$ cat src/rtl/traffic_timer.sv
// Interval timer for the traffic-light FSM: TS after SHORT_TICKS, TL after LONG_TICKS prescaled ticks; `TRAFFIC_TIMER_LOAD_EN adds runtime thresholds.
// Latency: TS/TL rise SHORT_TICKS*PRESCALE / LONG_TICKS*PRESCALE edges after the last edge sampling ST=1.
// Backpressure: none; ST (level) restarts and holds the timer cleared, outputs are sticky until restart.
module traffic_timer #(
    parameter int PRESCALE    = 10,
    parameter int PRE_W       = 16,
    parameter int SHORT_TICKS = 3,
    parameter int LONG_TICKS  = 8,
    parameter int CNT_W       = 8
) (
    input  logic             Clk,
    input  logic             reset,
    input  logic             ST,
`ifdef TRAFFIC_TIMER_LOAD_EN
    input  logic             ld,
    input  logic [CNT_W-1:0] ld_short,
    input  logic [CNT_W-1:0] ld_long,
`endif
    output logic             TS,
    output logic             TL
);

    localparam logic [PRE_W-1:0] PRE_MAX = PRE_W'(PRESCALE - 1);
    localparam logic [CNT_W-1:0] SHORT_C = CNT_W'(SHORT_TICKS);
    localparam logic [CNT_W-1:0] LONG_C  = CNT_W'(LONG_TICKS);

    logic [PRE_W-1:0] pre;
    logic [CNT_W-1:0] elapsed;
    logic [CNT_W-1:0] elapsed_nxt;
    logic [CNT_W-1:0] short_thr;
    logic [CNT_W-1:0] long_thr;
    logic             tick;

`ifdef TRAFFIC_TIMER_LOAD_EN
    logic [CNT_W-1:0] short_q;
    logic [CNT_W-1:0] long_q;
    logic [CNT_W-1:0] short_a;
    logic [CNT_W-1:0] long_a;
    logic             ld_ok;

    assign ld_ok = ld && (ld_short != '0) && (ld_short < ld_long);

    always_ff @(posedge Clk or posedge reset) begin
        if (reset) begin
            short_q <= SHORT_C;
            long_q  <= LONG_C;
        end else if (ld_ok) begin
            short_q <= ld_short;
            long_q  <= ld_long;
        end
    end

    // A load on the same edge as ST must govern the interval that ST starts.
    always_ff @(posedge Clk or posedge reset) begin
        if (reset) begin
            short_a <= SHORT_C;
            long_a  <= LONG_C;
        end else if (ST) begin
            short_a <= ld_ok ? ld_short : short_q;
            long_a  <= ld_ok ? ld_long  : long_q;
        end
    end

    assign short_thr = short_a;
    assign long_thr  = long_a;
`else
    assign short_thr = SHORT_C;
    assign long_thr  = LONG_C;
`endif

    always_comb begin
        tick        = (pre == PRE_MAX);
        elapsed_nxt = elapsed;
        if (tick && (elapsed < long_thr)) begin
            elapsed_nxt = elapsed + 1'b1;
        end
    end

    always_ff @(posedge Clk or posedge reset) begin
        if (reset) begin
            pre     <= '0;
            elapsed <= '0;
            TS      <= 1'b0;
            TL      <= 1'b0;
        end else if (ST) begin
            pre     <= '0;
            elapsed <= '0;
            TS      <= 1'b0;
            TL      <= 1'b0;
        end else begin
            pre     <= tick ? '0 : pre + 1'b1;
            elapsed <= elapsed_nxt;
            TS      <= (elapsed_nxt >= short_thr);
            TL      <= (elapsed_nxt >= long_thr);
        end
    end

endmodule

$ cat config.mk
export PLATFORM = sky130hd
export DESIGN_NAME = traffic_timer
export DESIGN_NICKNAME = d
export VERILOG_FILES = /design/src/rtl/traffic_timer.sv
export SDC_FILE = /design/constraint.sdc
export NUM_CORES = 1
export LEC_CHECK = 0
export CORE_ASPECT_RATIO = 0.8
export CORE_MARGIN = 2
export CORE_UTILIZATION = 50
export DETAILED_ROUTE_END_ITERATION = 10
export PLACE_DENSITY_LB_ADDON = 0.2
export SYNTH_ARGS = -nofsm -noshare
export SYNTH_HDL_FRONTEND = slang
export SYNTH_SLANG_ARGS = --single-unit
$ cat constraint.sdc
create_clock -name Clk -period 2.6 [get_ports Clk]
set_input_delay 0.39 -clock Clk [delete_from_list [all_inputs] [get_ports Clk]]
set_output_delay 0.39 -clock Clk [all_outputs]
set_load 0.005 [all_outputs]
==> reports/results.ini <==
[timing]
setup_violations = 0
setup-tns-final_ns = 0
period_share = 0.7577
max_freq_mhz = 507.6
tightest_slew_ns = 0.6502
period_needed_ns = 1.970
skew_ns = 0.003990
hold_viol_final = 0
relSlewSlack = 0.5665
grt_setup_unrepaired = false
maxSlewViolCount = 0

[power]
power_uw = 715.1
p_leak_uw = 0.0005918
irDropWorstVdd_mv = 0.4198
pwr_density_cell_nw_per_um2 = 504.4

[critical_path]
critical_path.startpoint_type = register
cp.required_ns = 2.85
crit_fanout = 6
cp-end-kind = register
cp_data_arrival_time_ns = 2.22
worst-setup-path-type = reg -> reg

[clock_tree]
numCtsBuffers = 3
cts_buffer_depth = 2
clock_latency_ns = 0.32
clock-sinks = 26
root_buffer = clkbuf_4
cts_tree = yes
ctsHoldBuffers = 0
cts.repair.resized = 0
htreeDepth = 1
clk_pin_slew_ns = 0.14
post_cts.repair.setup_buffers = 0

[global_route]
grt_pass1_vias = 899
grt_overflow = 0
antenna_found_initial = 0
grt_pass1_wl_um = 4043
grt_usage = 0.1779
grt_max_degree = 27

[run]
maxCapViolCount = 0

[cells_and_area]
nNetsFinal = 135
seqCellArea_um2 = 650.6
areaGrowthSynthToFinish_pct = 8.838
multi_input_area_um2 = 606.8
fillers = 213
n_antenna_cell = 0
final_core_util = 0.5757
post_route_cells_drive_above_1_share = 0.1250

[floorplanning]
die-height_um = 49.65
fp.coreArea_um2 = 2462
die_w_um = 61.07
die_area_um2 = 3032
start_util = 0.5290
rows = 16
ios = 5

[routing]
routed_wl_um = 2274
route.detailed.drc = 0
wl_per_cell_um = 13.87
drtIter0Drc = 40
vias_per_cell = 5.530
vias = 907
dr.pass1.iters = 4
ant_nets = 0

[logic_synthesis]
synth_edf_count = 0
syn_area_per_cell_um2 = 10.50
yosys_most_used_dff = dfrtp_1
netlist_area_um2 = 1302
yosysUniqueCellTypes = 36
ys_seq_elements = 26
syn-num-nets = 130
ys_seq_area_frac = 0.4995
ys_warn_count = 0
async_reset_ff_frac = 1.000
synthCells = 124

[worst_hold_path]
hold_class = in -> async

[placed_design]
dp.final_hpwl_um = 1606
place_congestion = 0.7193
io_buffers = 4

[run_status]
status = finished clean

state kept, by name (all words and copies together), names as in the netlist:
register	cells
pre	16
TL	1
TS	1
elapsed	8
layout by cell type, fill, tap and decap left out, types with 2 or more instances in the layout:
master and count:
nand2b_1 3, xor2_1 8, and3_1 2, or3_1 2
nand2_1 5, nand3_4 2, nor2_1 16, o21ai_0 4
or4_1 2, inv_1 4, xnor2_1 2, nand4_1 6
o31ai_1 2, a21oi_1 8, nor2b_1 5, dfrtp_1 26
nand3_1 2, clkdlybuf4s50_1 4, and4_4 2, nor4_1 2
ha_1 3, clkbuf_4 3
per-stage QoR:
stage | area [um^2] | std cells | hold WS (ns) | setup WS, ns
floorplan | 1303 | 124 | 0.4300 | 0.8642
global placement | 1365 | 160 | 0.4934 | 0.7191
detailed placement | 1365 | 160 | 0.4971 | 0.6301
CTS | 1418 | 164 | 0.4084 | 0.6274
global route | 1418 | 164 | 0.4274 | 0.4250
finish | 1418 | 164 | 0.4058 | 0.6300
cells in the mapped netlist (2+ instances only):
cell	instances	area, um^2
dfrtp_1	26	650.6
nor2_1	16	60.06
a21oi_1	8	40.04
xor2_1	8	70.07
nand4_1	6	37.54
nand2_1	5	18.77
nor2b_1	5	31.28
inv_1	4	15.01
o21ai_0	4	20.02
buf_2	3	15.01
ha_1	3	37.54
nand2b_1	3	18.77
and3_1	2	12.51
and4_4	2	22.52
nand3_1	2	10.01
nand3_4	2	35.03
nor4_1	2	12.51
o31ai_1	2	15.01
or3_1	2	12.51
or4_1	2	15.01
xnor2_1	2	17.52
metal layers:
metal / global-route usage / wire length (um) / up-vias
met5: 0 / 0 / -
met4: 0.03261 / 13 / 0
met3: 0.04724 / 69 / 2
met2: 0.2553 / 1000 / 10
met1: 0.2707 / 1190 / 450
li1: - / - / 445
where the power goes:
part,total [uW],switching (uW),leakage (uW),internal [uW]
Clock,274,118,0.0000279,156
Combinational,27.5,18.5,0.000203,9.04
Sequential,413,5.08,0.000361,408
Total,715,142,0.000592,573
final cells by class:
| type | count | area share |
|---|---|---|
| clock buffers | 3 | 0.01589 |
| inverters | 4 | 0.01059 |
| repair buffers | 5 | 0.03354 |
| flip-flops and latches | 26 | 0.4590 |
| well taps | 36 | 0.03177 |
| multi-input cells | 89 | 0.4281 |
| clock inverters | 1 | 0.02118 |
cells by family (layout without fill, tap and decap cells):
group,count (synthesis),count (layout),share of synthesized area
muxes,1,1,0.008645
xor gates and xnor gates,10,10,0.06725
and+or+nand+nor,58,58,0.2795
adders and majority gates,3,3,0.02882
AOI/OAI and AO/OA,17,17,0.08166
DFF,26,26,0.4995
buffers and inverters,9,13,0.03457
worst paths after layout:
check | startpoint | slack, ns | endpoint | depth (start not counted)
worst max register to register | pre[1] | 0.63 | TS | 6
max in group asynchronous | reset | 1.95 | pre[8] | 3
worst min register to register | elapsed[5] | 0.52 | elapsed[5] | 1
worst max-delay path | pre[1] | 0.63 | TS | 6
min in group Clk | elapsed[5] | 0.52 | elapsed[5] | 1
worst min-delay path | reset | 0.41 | elapsed[6] | 3
worst max-delay path: stages (launching register included):
cell,delay [ns]
dfrtp_1,0.44
inv_1,0.07
ha_1,0.14
nor4b_1,0.29
and4_1,0.38
mux2_1,0.37
a41oi_2,0.20
Power figures use the tool's default switching activity.
